--- config.mk ---
export PLATFORM = sky130hd
export DESIGN_NAME = draw_sequencer
export DESIGN_NICKNAME = d
export VERILOG_FILES = /design/src/rtl/zelda_draw_pkg.sv /design/src/rtl/step_watchdog.sv /design/src/rtl/draw_sequencer.sv
export SDC_FILE = /design/constraint.sdc
export NUM_CORES = 1
export LEC_CHECK = 0
export BUFFER_PORTS_ARGS = -buffer_cell sky130_fd_sc_hd__buf_2
export CAP_MARGIN = 0
export CORE_AREA = 2 2 57 65
export CTS_CLUSTER_DIAMETER = 80
export DETAILED_ROUTE_END_ITERATION = 6
export DIE_AREA = 0 0 59 67
export GPL_TIMING_DRIVEN = 0
export PLACE_DENSITY = 0.78
export SETUP_SLACK_MARGIN = 0.3
export SLEW_MARGIN = 20
export SYNTH_ARGS = -nofsm -noshare
export SYNTH_HDL_FRONTEND = slang
export SYNTH_HIERARCHICAL = 1
export SYNTH_SLANG_ARGS = --single-unit
export TNS_END_PERCENT = 30
--- constraint.sdc ---
create_clock -name clock -period 8.5 [get_ports clock]
set_input_delay 2.125 -clock clock [delete_from_list [all_inputs] [get_ports clock]]
set_output_delay 2.125 -clock clock [all_outputs]
set_load 0.05 [all_outputs]
--- src/rtl/zelda_draw_pkg.sv ---
// Shared definitions for the frame draw sequencer and the draw responders.
//   draw_seq_state_t       : sequencer state encoding
//   DEFAULT_TIMEOUT_CYCLES : default per-request watchdog limit
//   OVERRUN_CNT_W          : width of the saturating overrun counter
package zelda_draw_pkg;

  typedef enum logic [2:0] {
    ST_IDLE,
    ST_MAP,
    ST_HUD,
    ST_SPRITE,
    ST_FDONE
  } draw_seq_state_t;

  localparam int unsigned DEFAULT_TIMEOUT_CYCLES = 100000;
  localparam int unsigned OVERRUN_CNT_W          = 8;

endpackage

--- src/rtl/step_watchdog.sv ---
// Per-step watchdog shared by the draw states of the sequencer.
//   clock, reset : system clock, synchronous active-high reset
//   clear        : zero the counter (asserted on every state change)
//   enable       : count this cycle (high while a draw request is up)
//   expired      : high in the cycle the count reaches TIMEOUT_CYCLES-1
module step_watchdog #(
  parameter int unsigned TIMEOUT_CYCLES = 100000,
  parameter int unsigned CNT_W          = 17
) (
  input  logic clock,
  input  logic reset,
  input  logic clear,
  input  logic enable,
  output logic expired
);

  logic [CNT_W-1:0] count;

  always_ff @(posedge clock) begin
    if (reset || clear) begin
      count <= '0;
    end else if (enable) begin
      count <= count + 1'b1;
    end
  end

  assign expired = enable && (count == CNT_W'(TIMEOUT_CYCLES - 1));

endmodule

--- src/rtl/draw_sequencer.sv ---
// Frame-level draw initiator: on each frame tick raises draw_map, draw_HUD
// and draw_sprite in order (skipping clean map/HUD layers), advancing on the
// matching done pulse or on watchdog abort.
//   clock, reset         : system clock, synchronous active-high reset
//   frame_tick           : start-of-frame pulse
//   map_dirty, hud_dirty : layer invalidation pulses
//   clear_status         : clears timeout_flag and overrun_count
//   draw_*_done          : responder completion pulses
//   draw_map/HUD/sprite  : level requests to responders
//   busy, frame_done     : sequencer activity / end-of-frame pulse
//   timeout_flag         : sticky watchdog abort indicator
//   overrun_count        : saturating count of ticks dropped while busy
module draw_sequencer
  import zelda_draw_pkg::*;
#(
  parameter int unsigned TIMEOUT_CYCLES = DEFAULT_TIMEOUT_CYCLES,
  parameter int unsigned CNT_W          = 17
) (
  input  logic                     clock,
  input  logic                     reset,
  input  logic                     frame_tick,
  input  logic                     map_dirty,
  input  logic                     hud_dirty,
  input  logic                     clear_status,
  input  logic                     draw_map_done,
  input  logic                     draw_HUD_done,
  input  logic                     draw_sprite_done,
  output logic                     draw_map,
  output logic                     draw_HUD,
  output logic                     draw_sprite,
  output logic                     busy,
  output logic                     frame_done,
  output logic                     timeout_flag,
  output logic [OVERRUN_CNT_W-1:0] overrun_count
);

  draw_seq_state_t state, state_next;
  logic entry;
  logic map_pend, hud_pend;
  logic map_clr, hud_clr, hud_set_map;
  logic abort, expired, wd_enable, overrun_evt;

  assign wd_enable   = (state == ST_MAP) || (state == ST_HUD) || (state == ST_SPRITE);
  assign overrun_evt = frame_tick && (state != ST_IDLE);

  step_watchdog #(
    .TIMEOUT_CYCLES(TIMEOUT_CYCLES),
    .CNT_W         (CNT_W)
  ) u_watchdog (
    .clock  (clock),
    .reset  (reset),
    .clear  (state_next != state),
    .enable (wd_enable),
    .expired(expired)
  );

  // Done inputs are ignored in the entry cycle so a done still held high from
  // the previous step cannot complete the new one. Done beats a same-cycle
  // expiry, so abort is only the no-done branch.
  always_comb begin
    state_next  = state;
    map_clr     = 1'b0;
    hud_clr     = 1'b0;
    hud_set_map = 1'b0;
    abort       = 1'b0;
    case (state)
      ST_IDLE: begin
        if (frame_tick) begin
          if (map_pend)      state_next = ST_MAP;
          else if (hud_pend) state_next = ST_HUD;
          else               state_next = ST_SPRITE;
        end
      end
      ST_MAP: begin
        if (!entry && draw_map_done) begin
          map_clr     = 1'b1;
          hud_set_map = 1'b1;
          state_next  = ST_HUD;
        end else if (expired) begin
          abort      = 1'b1;
          state_next = ST_HUD;
        end
      end
      ST_HUD: begin
        if (!entry && draw_HUD_done) begin
          hud_clr    = 1'b1;
          state_next = ST_SPRITE;
        end else if (expired) begin
          abort      = 1'b1;
          state_next = ST_SPRITE;
        end
      end
      ST_SPRITE: begin
        if (!entry && draw_sprite_done) begin
          state_next = ST_FDONE;
        end else if (expired) begin
          abort      = 1'b1;
          state_next = ST_FDONE;
        end
      end
      ST_FDONE: state_next = ST_IDLE;
      default:  state_next = ST_IDLE;
    endcase
  end

  always_ff @(posedge clock) begin
    if (reset) begin
      state         <= ST_IDLE;
      entry         <= 1'b0;
      map_pend      <= 1'b1;
      hud_pend      <= 1'b1;
      draw_map      <= 1'b0;
      draw_HUD      <= 1'b0;
      draw_sprite   <= 1'b0;
      busy          <= 1'b0;
      frame_done    <= 1'b0;
      timeout_flag  <= 1'b0;
      overrun_count <= '0;
    end else begin
      state       <= state_next;
      entry       <= (state_next != state);
      map_pend    <= (map_pend & ~map_clr) | map_dirty;
      hud_pend    <= (hud_pend & ~hud_clr) | hud_dirty | hud_set_map;
      draw_map    <= (state_next == ST_MAP);
      draw_HUD    <= (state_next == ST_HUD);
      draw_sprite <= (state_next == ST_SPRITE);
      busy        <= (state_next != ST_IDLE);
      frame_done  <= (state_next == ST_FDONE);

      if (abort)             timeout_flag <= 1'b1;
      else if (clear_status) timeout_flag <= 1'b0;

      // A coincident clear restarts the count from the new event.
      if (overrun_evt) begin
        if (clear_status)         overrun_count <= OVERRUN_CNT_W'(1);
        else if (overrun_count != '1) overrun_count <= overrun_count + 1'b1;
      end else if (clear_status) begin
        overrun_count <= '0;
      end
    end
  end

endmodule

==> impl_metrics.ini, run 1 <==
[outcome]
status = finished clean

[floorplan]
dieArea_sq_mm = 0.00395
dieHeight_um = 67
start_util_pct = 57.0
die_x_um = 59
coreArea_sq_mm = 0.00325
rows = 22
top_level_ports = 23

[global_route]
grt_usage_pct = 20.6
grt_overflow = 0
grt_pass1_vias = 1473
antenna_found_initial = 0
grt_start_max_net_pins = 11
grt_first_pass_wirelength_mm = 6.20

[pwr]
power-per-cell-area_mw_per_mm2 = 166
clkPwrFrac_pct = 25.5
combPwrFrac_pct = 20.5
p_total_mw = 0.340
switchingPower_mw = 0.101
seq_power_share_pct = 53.9
p_int_mw = 0.240
p_leak_nw = 0.767
p_sw_share_pct = 29.6
ir_worst_vdd_uv = 136

[clock_network]
cts_tree = built
cts_setup_buffers = 0
h-tree-depth = 2
clk_pin_slew_worst_paths_ns = 0.10
cts_buffers = 5
ctsRootBufferMaster = clkbuf_4
cts.repair.resized = 0
cts_max_path_buffers = 2
cts.sinks = 37
postCtsHoldBufs = 0
clock_latency_ns = 0.33

[critical_path]
timing_worst_setup_path_type = in -> reg
critPathMaxFanout = 10
arrival_ns = 4.16
critPathRequiredTime_ns = 8.78
crit_slowest_cell = o41ai_1
crit_chain = buf_2 > nor2b_1 > nor3b_2 > o41ai_1 > nand3_1 > or2_2 > buf_6 > clkbuf_1 > nor2_1
cpPeakStageDelay_ns = 0.55
worstSetupStartpointType = input port
endpoint_kind = flip-flop

[drt]
viasPerCell = 5.77
drc = 0
drt_pass1_iterations = 4
drtIter0Drc = 48
vias = 1599
wire_per_inst_um = 13.1
wirelength_mm = 3.62
postRouteAntennaNets = 0

[synthesis]
synth.distinct_cells = 54
synthMuxAreaShare_pct = 1.08
postSynthCellCount = 211
synthSimpleGateAreaFrac_pct = 32.7
yosys_most_used_dff = dfxtp_1
synth_top_family_by_area = simple AND/OR/NAND/NOR gates
syn_area_sq_mm = 0.00185
synth_seq_cells = 37
synth.avg_cell_area_sq_um = 8.77
yosysSeqAreaShare_pct = 40.0
syn_nets = 222
synth_adder_area_share_pct = 1.35
synth_compound_area_share_pct = 15.3
ys_async_sr_fraction_pct = 0
synth-edff-count = 0
synth_warnings = 6
synthXorXnorAreaFrac_pct = 5.21

[timing]
skew_ns = 0.00522
finalMaxSlewViolations = 0
finalCriticalPeriod_ns = 3.88
setup_viol = 0
fmax_ghz = 0.258
finalHoldViolCount = 0
grt_setup_unrepaired = no
tightestPinTransition_ns = 0.825
holdWs_ns = 0.486
fin_crit_sh_pct = 45.7
maxSlewHeadroom_pct = 44.6
finalSetupTns_ns = 0

[final_layout]
syn_to_final_growth_pct = 11.0
fillers = 296
final_cell_mix = dfxtp_1, nor2_1, buf_2
final_cells = 277
drive_gt1_share_pct = 21.2
final_area_sq_mm = 0.00205
diodes = 0
final_common_cell = dfxtp_1
final_nets = 251

[hold_path]
hold_path.class = reg -> reg

[placement]
place_area_sq_mm = 0.00201
gp_congestion = 0.865
place.port_buffers = 22
placedCellCount = 269
hpwlAfterDp_mm = 2.70

[run]
cap_viol_max_count = 0
[cells in the mapped netlist, drive strengths merged (2+ instances only)]
cell	number	area share, %
inv	7	1.4
o21bai	2	0.81
and3	3	1.0
o21ai	8	2.2
nor2b	3	1.0
a211o	2	0.95
xnor2	7	3.3
nor4b	2	0.95
o21a	3	1.2
nand3	13	3.5
ha	2	1.4
or2	4	1.5
nor4	5	2.5
or4	3	1.4
nor3b	4	2.2
a21oi	12	3.4
xor2	4	1.9
nand4	6	2.8
nor3	8	2.4
nand2	15	3.0
o31ai	3	1.5
clkbuf	2	0.41
nor2	27	5.6
dfxtp	37	40
buf	5	2.5
a31oi	2	0.68
or3	6	2.1
mux2i	2	1.1
[cell type report]
cell class / count / area, sq um / area share [%]
plain buffers: 7 / 53.8 / 2.62
flip-flops and latches: 37 / 741 / 36.1
well taps: 36 / 45.0 / 2.19
multi-input cells: 160 / 1030 / 50.1
inverters: 7 / 26.3 / 1.28
repair buffers: 22 / 110 / 5.36
clock buffers: 8 / 48.8 / 2.38
[kinds of logic after synthesis]
kind of cell,after synthesis
compound gates,41
mux,2
flops,37
buf+inv,14
fa+ha+maj,2
xor+xnor,11
simple gates,104
[power groups by stage]
stage / clock (mW) / sequential (mW) / combinational [mW]
final: 0.0870 / 0.184 / 0.0699
after global routing: 0.0974 / 0.185 / 0.0765
after CTS: 0.0910 / 0.184 / 0.0703
after detailed placement: 0 / 0.188 / 0.0701
after global placement: 0 / 0.188 / 0.0688
after floorplan: 0 / 0.198 / 0.0451
[routing by layer]
metal | global-route usage [%] | wire length [um] | up-vias
li1 | - | - | 827
met1 | 24.4 | 1590 | 733
met2 | 35.3 | 1840 | 35
met3 | 4.08 | 154 | 4
met4 | 9.66 | 38 | 0
met5 | 0 | 0 | -
[worst max-delay path: cells and delay by family]
kind,cells,cell delay [ns]
buffers and inverters,3,0.45
AND/OR/NAND/NOR,5,1.04
AO/OA/AOI/OAI,1,0.55
[worst paths after layout]
check / start / to / slack (ns) / cells after the start
min: hud_pend / hud_pend / 0.49 / 2
max: draw_map_done / u_watchdog/count[1] / 4.62 / 9
min reg2reg: hud_pend / hud_pend / 0.49 / 2
max reg2reg: state[1] / u_watchdog/count[1] / 4.98 / 13
[stage by stage]
stage	setup WS [ns]	util [%]
after detailed placement	4.28	61.7
after global placement	4.36	61.7
final	4.62	63.3
after floorplan	4.69	-
after CTS	4.64	63.3
after global routing	4.44	63.3
[state kept, by name, indices dropped and copies added, names as in the netlist]
signal	flops
draw_map	1
map_pend	1
busy	1
u_watchdog/count	17
hud_pend	1
timeout_flag	1
state	3
draw_sprite	1
entry	1
draw_HUD	1
overrun_count	8
frame_done	1
No activity file was read; power rests on OpenSTA's default activity.
==> run 2: changes to the inputs <==
- ABC_AREA: not set -> 1
- CORE_AREA: 2 2 57 65 -> 2 2 60 68
- DIE_AREA: 0 0 59 67 -> 0 0 62 70
- PLACE_DENSITY: 0.78 -> 0.77
- clock period: 8.5 -> 3.78 ns (I/O delays scaled with it)
==> run 2 against run 1 <==
  * Clock power grew to 4.7 times the previous value
  * Cell count increased by 38%
  * Global-route usage grew 0.87 points
  * Worst hold slack worse by 0.029 ns
  * Sequential power grew 140%
  * Wire length grew 16%
  * Design area rose by 14%
  * Critical endpoint is now u_watchdog/count[2]
==> impl_metrics.ini, run 2 <==
[outcome]
status = finished clean

[floorplan]
top_level_ports = 23
dieArea_sq_mm = 0.00434
die_x_um = 62
rows = 24
start_util_pct = 54.2
coreArea_sq_mm = 0.00375
dieHeight_um = 70

[clock_network]
clock_latency_ns = 0.30
postCtsHoldBufs = 0
cts_buffers = 5
cts_setup_buffers = 0
cts.repair.resized = 0
cts_tree = built
cts_max_path_buffers = 2
clk_pin_slew_worst_paths_ns = 0.08
ctsRootBufferMaster = clkbuf_8
h-tree-depth = 2
cts.sinks = 37

[drt]
wire_per_inst_um = 11.0
postRouteAntennaNets = 0
drc = 0
vias = 1892
wl_met3_um = 163
highest_layer = met4
viasPerCell = 4.97
wl_met2_mm = 2.09
wirelength_mm = 4.19
wl_met1_mm = 1.83
drtIter0Drc = 94
drt_pass1_iterations = 4

[final_layout]
largest_reg_flops = 17
final_nets = 339
syn_to_final_growth_pct = 15.2
final_common_cell = nand2_1
multi_input_area_sq_mm = 0.00110
final_area_sq_mm = 0.00234
regArea_sq_um = 741
fillers = 352
final_cell_mix = nand2_1, inv_1, nor2_1
top_register = u_watchdog/count
final_cells = 381
diodes = 0
drive_gt1_share_pct = 22.2
largest_registers = u_watchdog/count x17, overrun_count x8, state x3

[synthesis]
synth.top_cells.by_count = nand2_1, inv_1, nor2_1, dfxtp_1, a21oi_1
synth.most_common_cell = nand2_1
ys_async_sr_fraction_pct = 0
synth.distinct_cells = 28
synth_seq_cells = 37
netlist_top_cells_area = dfxtp_1, nand2_1, inv_1
postSynthCellCount = 299
syn_nets = 310
synth-edff-count = 0
synth_top_area_share_pct = 36.4
synth.avg_cell_area_sq_um = 6.80
syn_area_sq_mm = 0.00203
synth_warnings = 6
yosys.area.top_type = dfxtp_1
yosysSeqAreaShare_pct = 36.4
yosys_most_used_dff = dfxtp_1

[global_route]
grt_first_pass_wirelength_mm = 7.15
antenna_found_initial = 0
grt_usage_pct = 21.5
grt_start_max_net_pins = 13
grt_pass1_vias = 1820
grt_overflow = 0

[hold_path]
hold_path.class = reg -> reg
hold_path_end = timeout_flag
hp-start = timeout_flag
worstHoldPathCells = 2

[timing]
setup_viol = 0
finalSetupTns_ns = 0
holdWs_ns = 0.457
skew_ns = 0.0110
fmax_ghz = 0.371
grt_setup_unrepaired = no
maxSlewHeadroom_pct = 78.9
tightestPinTransition_ns = 0.315
fin_crit_sh_pct = 71.2
finalCriticalPeriod_ns = 2.69
finalHoldViolCount = 0
finalMaxSlewViolations = 0

[critical_path]
reg2reg_from = state[1]
crit_chain = inv_1 > a21oi_2 > buf_4 > nand4_1 > nor2_1 > inv_1 > nand2_1 > nor2_1 > nor2_2 > nand2_4 > nand2_2 > nand2_1 > nor2_1 > buf_2 > o21ai_0 > a21oi_1
critPathMaxFanout = 10
crit_slowest_cell = dfxtp_1
r2r_setup_slack_ns = 1.09
r2r_cells = 16
crit_family = simple AND/OR/NAND/NOR gates
critPathRequiredTime_ns = 4.01
r2r-end = u_watchdog/count[2]
timing_worst_setup_path_type = reg -> reg
cpPeakStageDelay_ns = 0.46
endpoint_kind = flip-flop
worstSetupStartpointType = flip-flop
arrival_ns = 2.92
critical_path_buf_inv_count = 4
crit_top_cell = nor2_1

[placement]
place_area_sq_mm = 0.00221
gp_congestion = 0.898
hpwlAfterDp_mm = 3.15
place.port_buffers = 22
placedCellCount = 373

[pwr]
p_leak_nw = 1.07
p_total_mw = 1.20
ir_worst_vdd_uv = 305
power-per-cell-area_mw_per_mm2 = 513

[run]
cap_viol_max_count = 0
==> run 2: changes by cell type after synthesis, sizes merged, moves of 4 or more <==
| cell | previous run | this run |
|---|---|---|
| or2 | 4 | 0 |
| or3 | 6 | 0 |
| a21oi | 12 | 26 |
| nand2 | 15 | 84 |
| nor3 | 8 | 4 |
| nand3 | 13 | 21 |
| xnor2 | 7 | 0 |
| inv | 7 | 46 |
| nor4 | 5 | 1 |
| nor2 | 27 | 52 |
==> run 2: worst min-delay path: cells and delay by family (launching register included) <==
| kind | cells | cell delay [ns] |
|---|---|---|
| simple gates | 2 | 0.10 |
| flops | 1 | 0.32 |
==> run 2: logic make-up (layout without fill, tap and decap cells) <==
family          after synthesis  after routing  share of synthesized area, %
xor+xnor                      2              2                         0.862
simple gates                170            170                          41.3
fa+ha+maj                     2              2                          1.23
compound gates               39             39                          10.8
flops                        37             37                          36.4
buf+inv                      49             79                          9.35
==> run 2: per-stage QoR <==
stage | util, % | setup WS, ns
4_1_cts | 62.4 | 1.12
5_1_grt | 62.4 | 0.819
3_3_place_gp | 58.8 | 1.21
6_report | 62.4 | 1.09
3_5_place_dp | 58.8 | 1.16
2_1_floorplan | - | 1.59
==> run 2: layer usage <==
metal / up-vias / global-route usage [%]
met4: 0 / 10.9
li1: 1002 / -
met5: - / 0
met2: 36 / 36.7
met1: 842 / 23.1
met3: 12 / 5.74
==> run 2: power by group <==
group	total [mW]	internal, mW	switching [mW]
Combinational	0.344	0.103	0.241
Clock	0.412	0.262	0.150
Sequential	0.446	0.422	0.0249
==> run 2: final cells by class <==
class	count	share of cell area [%]
buffer	3	0.748
inverter	46	7.37
sequential	37	31.6
multi-input combinational	213	47.1
clock inverter	3	2.78
timing repair buffer	22	4.70
clock buffer	5	2.94
tap	52	2.78
==> run 2: worst max-delay path by stage <==
stage | depth (start not counted) | from | to
global placement | 16 | state[1] | u_watchdog/count[4]
finish | 16 | state[1] | u_watchdog/count[2]
CTS | 16 | state[1] | u_watchdog/count[4]
global route | 16 | state[1] | u_watchdog/count[2]
floorplan | 16 | state[1] | u_watchdog/count[4]
detailed placement | 16 | state[1] | u_watchdog/count[4]
